## src/rtl/pipe_scoreboard_if.sv

```systemverilog
// pipe_scoreboard_if
//   Bundles the ID-stage issue/operand signals of pipe_scoreboard.
//   master: ID-stage side (drives issue info, raw RF data, in-flight results,
//           squash mask; receives stall, operands, forward hits, stall count).
//   slave : the scoreboard itself.
//   Signals:
//     id_valid, id_we, id_dst, id_is_load   instruction currently in ID
//     id_src, id_src_used                   per-read-port source register / used flag
//     rf_data                               raw register-file read data per port
//     stage_data                            result in flight per tracked stage
//     flush                                 per-entry squash
//     stall, opnd, fwd_hit, stall_cnt       scoreboard results
interface pipe_scoreboard_if #(
    parameter int DATA_W   = 16,
    parameter int REG_AW   = 4,
    parameter int STAGES   = 3,
    parameter int RD_PORTS = 2
);
    logic                         id_valid;
    logic                         id_we;
    logic [REG_AW-1:0]            id_dst;
    logic                         id_is_load;
    logic [RD_PORTS*REG_AW-1:0]   id_src;
    logic [RD_PORTS-1:0]          id_src_used;
    logic [RD_PORTS*DATA_W-1:0]   rf_data;
    logic [STAGES*DATA_W-1:0]     stage_data;
    logic [STAGES-1:0]            flush;
    logic                         stall;
    logic [RD_PORTS*DATA_W-1:0]   opnd;
    logic [RD_PORTS-1:0]          fwd_hit;
    logic [15:0]                  stall_cnt;

    modport master (
        output id_valid, id_we, id_dst, id_is_load, id_src, id_src_used,
               rf_data, stage_data, flush,
        input  stall, opnd, fwd_hit, stall_cnt
    );

    modport slave (
        input  id_valid, id_we, id_dst, id_is_load, id_src, id_src_used,
               rf_data, stage_data, flush,
        output stall, opnd, fwd_hit, stall_cnt
    );
endinterface

```

## src/rtl/pipe_scoreboard.sv

```systemverilog
// pipe_scoreboard
//   Hazard scoreboard and operand-forwarding unit for the in-order pipeline.
//   Tracks destination tags of instructions issued past ID (entry 0 = EX,
//   1 = MEM, 2 = WB, ...), requests ID stalls and selects operand data.
//   Ports:
//     clk  clock
//     rst  synchronous reset, active-low
//     bus  pipe_scoreboard_if.slave (issue info in, stall/opnd/fwd_hit/stall_cnt out)
//   Build option:
//     PIPE_SCOREBOARD_FWD_EN defined  : forward from youngest matching stage,
//                                       stall only on load-use in EX.
//     PIPE_SCOREBOARD_FWD_EN undefined: no forwarding, stall on any match until
//                                       the producer retires past the last stage.
module pipe_scoreboard #(
    parameter int DATA_W   = 16,
    parameter int REG_AW   = 4,
    parameter int STAGES   = 3,
    parameter int RD_PORTS = 2
) (
    input  logic                clk,
    input  logic                rst,
    pipe_scoreboard_if.slave    bus
);

    logic [STAGES-1:0]          v_q, v_d;
    logic [STAGES-1:0]          we_q, we_d;
    logic [REG_AW-1:0]          dst_q [STAGES];
    logic [REG_AW-1:0]          dst_d [STAGES];
`ifdef PIPE_SCOREBOARD_FWD_EN
    logic [STAGES-1:0]          ld_q, ld_d;
    logic                       hit;
    logic                       hit_busy;
    logic [DATA_W-1:0]          hit_data;
`endif
    logic                       stall_c;
    logic [RD_PORTS*DATA_W-1:0] opnd_c;
    logic [RD_PORTS-1:0]        fwd_c;
    logic [15:0]                cnt_q;
    int unsigned                k;

    // Hazard lookup: stages are scanned oldest to youngest so the youngest
    // (lowest index) match is the one left standing after the loop.
    always_comb begin
        stall_c = 1'b0;
        opnd_c  = bus.rf_data;
        fwd_c   = '0;
        k       = 0;
`ifdef PIPE_SCOREBOARD_FWD_EN
        hit      = 1'b0;
        hit_busy = 1'b0;
        hit_data = '0;
`endif
        for (int unsigned p = 0; p < RD_PORTS; p++) begin
`ifdef PIPE_SCOREBOARD_FWD_EN
            hit      = 1'b0;
            hit_busy = 1'b0;
            hit_data = '0;
`endif
            for (int unsigned i = 0; i < STAGES; i++) begin
                k = STAGES - 1 - i;
                if (bus.id_valid && bus.id_src_used[p] && v_q[k] && we_q[k] &&
                    dst_q[k] == bus.id_src[p*REG_AW +: REG_AW]) begin
`ifdef PIPE_SCOREBOARD_FWD_EN
                    hit      = 1'b1;
                    hit_busy = ld_q[k] && (k == 0);
                    hit_data = bus.stage_data[k*DATA_W +: DATA_W];
`else
                    stall_c = 1'b1;
`endif
                end
            end
`ifdef PIPE_SCOREBOARD_FWD_EN
            if (hit) begin
                fwd_c[p]                   = 1'b1;
                opnd_c[p*DATA_W +: DATA_W] = hit_data;
                if (hit_busy) begin
                    stall_c = 1'b1;
                end
            end
`endif
        end
    end

    // Tag shift: flush of entry k replaces what would be loaded there.
    always_comb begin
        v_d[0]   = bus.id_valid && !stall_c && !bus.flush[0];
        we_d[0]  = bus.id_we;
        dst_d[0] = bus.id_dst;
`ifdef PIPE_SCOREBOARD_FWD_EN
        ld_d[0]  = bus.id_is_load;
`endif
        for (int unsigned s = 1; s < STAGES; s++) begin
            v_d[s]   = v_q[s-1] && !bus.flush[s];
            we_d[s]  = we_q[s-1];
            dst_d[s] = dst_q[s-1];
`ifdef PIPE_SCOREBOARD_FWD_EN
            ld_d[s]  = ld_q[s-1];
`endif
        end
    end

    always_ff @(posedge clk) begin
        if (!rst) begin
            v_q   <= '0;
            cnt_q <= '0;
        end else begin
            v_q <= v_d;
            if (stall_c && cnt_q != '1) begin
                cnt_q <= cnt_q + 16'd1;
            end
        end
    end

    // Payload fields are only meaningful while v is set, so they need no reset.
    always_ff @(posedge clk) begin
        we_q  <= we_d;
        dst_q <= dst_d;
`ifdef PIPE_SCOREBOARD_FWD_EN
        ld_q  <= ld_d;
`endif
    end

    assign bus.stall     = stall_c;
    assign bus.opnd      = opnd_c;
    assign bus.fwd_hit   = fwd_c;
    assign bus.stall_cnt = cnt_q;

endmodule

```

## src/flat_wrapper.sv

```systemverilog
// flat-port wrapper written by rule: the top's interface ports become plain ports
module pipe_scoreboard_flat 
#(
    parameter int DATA_W   = 16,
    parameter int REG_AW   = 4,
    parameter int STAGES   = 3,
    parameter int RD_PORTS = 2
)
  (clk, rst, bus_id_valid, bus_id_we, bus_id_dst, bus_id_is_load, bus_id_src, bus_id_src_used, bus_rf_data, bus_stage_data, bus_flush, bus_stall, bus_opnd, bus_fwd_hit, bus_stall_cnt);
  pipe_scoreboard_if #(.DATA_W(DATA_W), .REG_AW(REG_AW), .STAGES(STAGES), .RD_PORTS(RD_PORTS)) bus_i ();
  input  logic clk;
  input  logic rst;
  input wire logic [$bits(bus_i.id_valid)-1:0] bus_id_valid;
  input wire logic [$bits(bus_i.id_we)-1:0] bus_id_we;
  input wire logic [$bits(bus_i.id_dst)-1:0] bus_id_dst;
  input wire logic [$bits(bus_i.id_is_load)-1:0] bus_id_is_load;
  input wire logic [$bits(bus_i.id_src)-1:0] bus_id_src;
  input wire logic [$bits(bus_i.id_src_used)-1:0] bus_id_src_used;
  input wire logic [$bits(bus_i.rf_data)-1:0] bus_rf_data;
  input wire logic [$bits(bus_i.stage_data)-1:0] bus_stage_data;
  input wire logic [$bits(bus_i.flush)-1:0] bus_flush;
  output wire logic [$bits(bus_i.stall)-1:0] bus_stall;
  output wire logic [$bits(bus_i.opnd)-1:0] bus_opnd;
  output wire logic [$bits(bus_i.fwd_hit)-1:0] bus_fwd_hit;
  output wire logic [$bits(bus_i.stall_cnt)-1:0] bus_stall_cnt;
  assign bus_i.id_valid = bus_id_valid;
  assign bus_i.id_we = bus_id_we;
  assign bus_i.id_dst = bus_id_dst;
  assign bus_i.id_is_load = bus_id_is_load;
  assign bus_i.id_src = bus_id_src;
  assign bus_i.id_src_used = bus_id_src_used;
  assign bus_i.rf_data = bus_rf_data;
  assign bus_i.stage_data = bus_stage_data;
  assign bus_i.flush = bus_flush;
  assign bus_stall = bus_i.stall;
  assign bus_opnd = bus_i.opnd;
  assign bus_fwd_hit = bus_i.fwd_hit;
  assign bus_stall_cnt = bus_i.stall_cnt;
  pipe_scoreboard #(.DATA_W(DATA_W), .REG_AW(REG_AW), .STAGES(STAGES), .RD_PORTS(RD_PORTS)) u_core (.clk(clk), .rst(rst), .bus(bus_i));
endmodule
```

## config.mk

```make
export PLATFORM = sky130hd
export DESIGN_NAME = pipe_scoreboard_flat
export DESIGN_NICKNAME = d
export VERILOG_FILES = /design/src/rtl/pipe_scoreboard_if.sv /design/src/rtl/pipe_scoreboard.sv /design/src/flat_wrapper.sv
export SDC_FILE = /design/constraint.sdc
export NUM_CORES = 1
export LEC_CHECK = 0
export BUFFER_PORTS_ARGS = -buffer_cell sky130_fd_sc_hd__buf_2
export CAP_MARGIN = 20
export CORE_MARGIN = 5
export CORE_UTILIZATION = 38
export DETAILED_ROUTE_END_ITERATION = 6
export GPL_TIMING_DRIVEN = 0
export PLACE_DENSITY = 0.79
export SLEW_MARGIN = 20
export SYNTH_ARGS = -nofsm -noshare
export SYNTH_HDL_FRONTEND = slang
export SYNTH_SLANG_ARGS = --single-unit
```

## constraint.sdc

```tcl
create_clock -name clk -period 2.7 [get_ports clk]
set_input_delay 0.81 -clock clk [delete_from_list [all_inputs] [get_ports clk]]
set_output_delay 0.81 -clock clk [all_outputs]
set_load 0.02 [all_outputs]
```

Yosys cells after proc, flatten, opt, wreduce, memory -nomap -nowiden

Index checks and enable logic that the tools add are counted.

Register bits: 34

Multiplexer cells: 6
Equality and inequality tests: 7
Reduce and logical (&&, ||, !) cells: 29
$add $sub $neg: 1

Operators by type and width:

| cell                  | count |
|---|---|
| $logic_and 1x1->1     | 25 |
| $eq 4x4->1            | 6 |
| $add 16x1->16 const B | 1 |
| $ne 16x16->1 const B  | 1 |
| $mux 1                | 6 |
| $logic_not 1->1       | 4 |

Depth between registers and ports, before layout

Depth in word-level cells: 13
Gate-level depth with buffers: 8
Gate-level depth less buffers: 8

Worst setup path after synthesis

OpenSTA, ideal clock, no wires.

Kind: in2out
From: input port bus_id_src[7]
To: output port bus_stall
Path slack: 0.227 ns
Stages: 5
Data arrival time: 1.663 ns
Path through: xnor2_1 -> nand3_1 -> o31ai_4 -> nor2_2 -> inv_1

Longest elaborated chain between the ends: 5

Ends and longest elaborated chain:

| what                 | line                  | source |
|---|---|---|
| start: declaration   | flat_wrapper.sv:17    | `input wire logic [$bits(bus_i.id_src)-1:0] bus_id_src;` |
| $eq 4x4->1           | pipe_scoreboard.sv:62 | `dst_q[k] == bus.id_src[p*REG_AW +: REG_AW]) begin` |
| $logic_and 1x1->1    | pipe_scoreboard.sv:61 | `if (bus.id_valid && bus.id_src_used[p] && v_q[k] && we_q[k] &&` |
| $mux 1 (2 in series) | pipe_scoreboard.sv:61 |  |
| $mux 1 (*)           | pipe_scoreboard.sv:61 |  |
| end: declaration     | flat_wrapper.sv:22    | `output wire logic [$bits(bus_i.stall)-1:0] bus_stall;` |

Mark *: on every way between the ends. The rest lies on a longest branch, timed or not.

Final worst setup path

From: input port bus_id_src[2]
To: output port bus_stall

Longest elaborated chain between the ends: 8

Ends and longest elaborated chain:

| what                     | line |
|---|---|
| $eq 4x4->1               | pipe_scoreboard.sv:62 |
| $logic_and 1x1->1        | pipe_scoreboard.sv:61 |
| $mux 1 (2 in series)     | pipe_scoreboard.sv:61 |
| $mux 1 (*) (4 in series) | pipe_scoreboard.sv:61 |

Marked as above.

==> metrics.yaml <==
status: "complete, no violations"
htreeDepth: 2
crit_fanout: 3
grt-ovfl-total: 0
finalHoldViolations: 0
worstPathArrival_ns: 1.80
ys_seq_area_frac: 0.382
reg2regPathDepth: 7
fin_crit_ns: 2.61
rsz0062_at_grt: "no"
hold_buffers: 0
hold_slack_ns: 0.381
vdd_drop_max_mv: 0.310
cp_cell_sequence: "buf_2 -> xor2_1 -> nor2_1 -> nand4_1 -> nand4_4 -> nor2_4 -> inv_2 -> buf_4"
n_antenna_cell: 0
grt_pass1_vias: 1545
crit_buf_inv: 3
ys_ff_latch: 34
final_common_cell: "buf_2"
drc: 0
vias: 1608
worstSetupEndpointType: "primary output"
crit_required_ns: 1.89
finalClockSkew_ns: 0.00501
core_area_um2: 4630
cts_buffers: 5
port_buffers: 69
synthCells: 197
cp_top_family: "simple AND/OR/NAND/NOR gates"
crit_path_top_delay_cell: "xor2_1"
final_area_um2: 2350
rows: 25
setup_viol: 0
fmax_mhz: 384
fillers: 434
viasPerCell: 4.84
worst_pin_slew_ns: 0.550
hold_depth: 0
path_clk_slew_ns: 0.07
track_usage: 0.143
start_util: 0.385
grt_start_max_net_pins: 13
ant_nets: 0
finalCritPeriodShare: 0.965
start_kind: "primary input"
drv_slew: 0
grt_pass1_wl_um: 7140
drive_above_1_share: 0.446
criticalPathCategory: "primary input to primary output"
clock_path_buffers: 2
drtIter0Drc: 90
finalSetupTns_ns: 0
final_net_count: 380
die_width_um: 78.5
antenna_found_initial: 0
synth_area_um2: 1780
syn_avg_cell_area_um2: 9.04
multiInputGateArea_um2: 842
clock-sinks: 34
insertion_delay_ns: 0.29
synth_cell_types: 31
area_growth_pct: 32.3
placed_area_um2: 2200
relSlewSlack: 0.631
first_pass_iters: 4
cp_num_cells: 8
ioPinCount: 153
pwr_density_cell_nw_per_um2: 490
layout_common_cells: "buf_2 (67), buf_4 (38), dfxtp_1 (34), xnor2_1 (18), nand4_1 (14)"
power.leakage_nw: 1.03
yosys_warnings: 0
fin_total_pwr_w: 0.00115
die_h_um: 78.5
drv_cap: 0
cts_tree: "yes"
final-seq-area_um2: 681
critical-path-max-stage-delay_ns: 0.16
cts_root_buf: "clkbuf_8"
dieArea_um2: 6150
routedWlPerCell_um: 12.8
wl_um: 4250
gp_congestion: 0.848
hp-class: "flip-flop to flip-flop"
## through the flow
stage	setup WS, ns	instances	utilization
final	0.0935	332	0.509
after global routing	0.0279	332	0.509
after CTS	0.0212	332	0.507
after detailed placement	-0.153	321	0.475
after global placement	-0.125	321	0.475
after floorplan	0.227	198	-
## registers in the layout, indices dropped and copies added, names as in the netlist
| name | cells |
|---|---|
| u_core.we_q | 3 |
| u_core.dst_d | 8 |
| u_core.v_q | 3 |
| u_core.dst_q | 4 |
| u_core.bus.stall_cnt | 16 |
## cell usage after synthesis, drive strengths merged
cell type / count / area share
buf: 34 / 0.14
dfxtp: 34 / 0.38
xnor2: 18 / 0.089
nand4: 16 / 0.063
nor2: 12 / 0.027
xor2: 11 / 0.054
a21oi: 9 / 0.025
nand2: 9 / 0.019
o21ai: 9 / 0.030
nand3: 7 / 0.020
o31ai: 6 / 0.033
inv: 5 / 0.011
nor3: 5 / 0.014
or4: 5 / 0.021
or3: 4 / 0.014
o211ai: 3 / 0.015
nor3b: 2 / 0.0084
or2: 2 / 0.0070
clkbuf: 1 / 0.0021
conb: 1 / 0.0021
ha: 1 / 0.0070
nand2b: 1 / 0.0035
o311ai: 1 / 0.0049
o41ai: 1 / 0.0049
## repair_timing
item,in CTS,in global routing
pin swaps,4,7
buffers inserted,3,0
gates resized for setup,2,4
setup endpoints to repair,1,1
## worst reg2reg max path, stage by stage (launching register included)
cell and delay [ns]:
dfxtp_1 0.41, ha_1 0.19, nand3_1 0.10, or2_2 0.34, inv_1 0.09, o21ai_2 0.10
or4_1 0.47, a21oi_1 0.14
## report_power, final
group | internal, W | total (W) | switching (W)
sequential | 0.000514 | 0.000526 | 0.0000117
combinational | 0.0000811 | 0.000162 | 0.0000809
clock | 0.000274 | 0.000465 | 0.000190
## path summary, 6_finish.rpt
| kind | startpoint | endpoint | slack, ns |
|---|---|---|---|
| setup / recovery | bus_id_src[2] | bus_stall | 0.09 |
| hold / removal | u_core.we_q[0] | u_core.we_q[1] | 0.38 |
| setup reg to reg | u_core.bus.stall_cnt[0] | u_core.bus.stall_cnt[10] | 0.79 |
| hold reg to reg | u_core.we_q[0] | u_core.we_q[1] | 0.38 |
## logic make-up after synthesis
family | count (synthesis) | share of synthesized area
DFF | 34 | 0.382
adders and majority gates | 1 | 0.00703
xor gates and xnor gates | 29 | 0.143
other | 1 | 0.00211
buffers and inverters | 40 | 0.156
AOI/OAI and AO/OA | 29 | 0.113
and+or+nand+nor | 63 | 0.197
## routing by layer
layer | vias up | share of wire | global-route usage
met2 | 80 | 0.44 | 0.218
met1 | 701 | 0.42 | 0.180
li1 | 821 | - | -
met3 | 6 | 0.12 | 0.0516
met4 | 0 | 0.016 | 0.0629
met5 | - | 0 | 0
## area by class of cell
type,instances,share of cell area
Buffer,35,0.110
Clock buffer,5,0.0292
Clock inverter,3,0.0191
Inverter,5,0.00797
Multi-Input combinational cell,124,0.358
Sequential cell,34,0.289
Tap cell,54,0.0287
Timing Repair Buffer,72,0.158
Note: power is estimated with default switching activity, not from simulation.
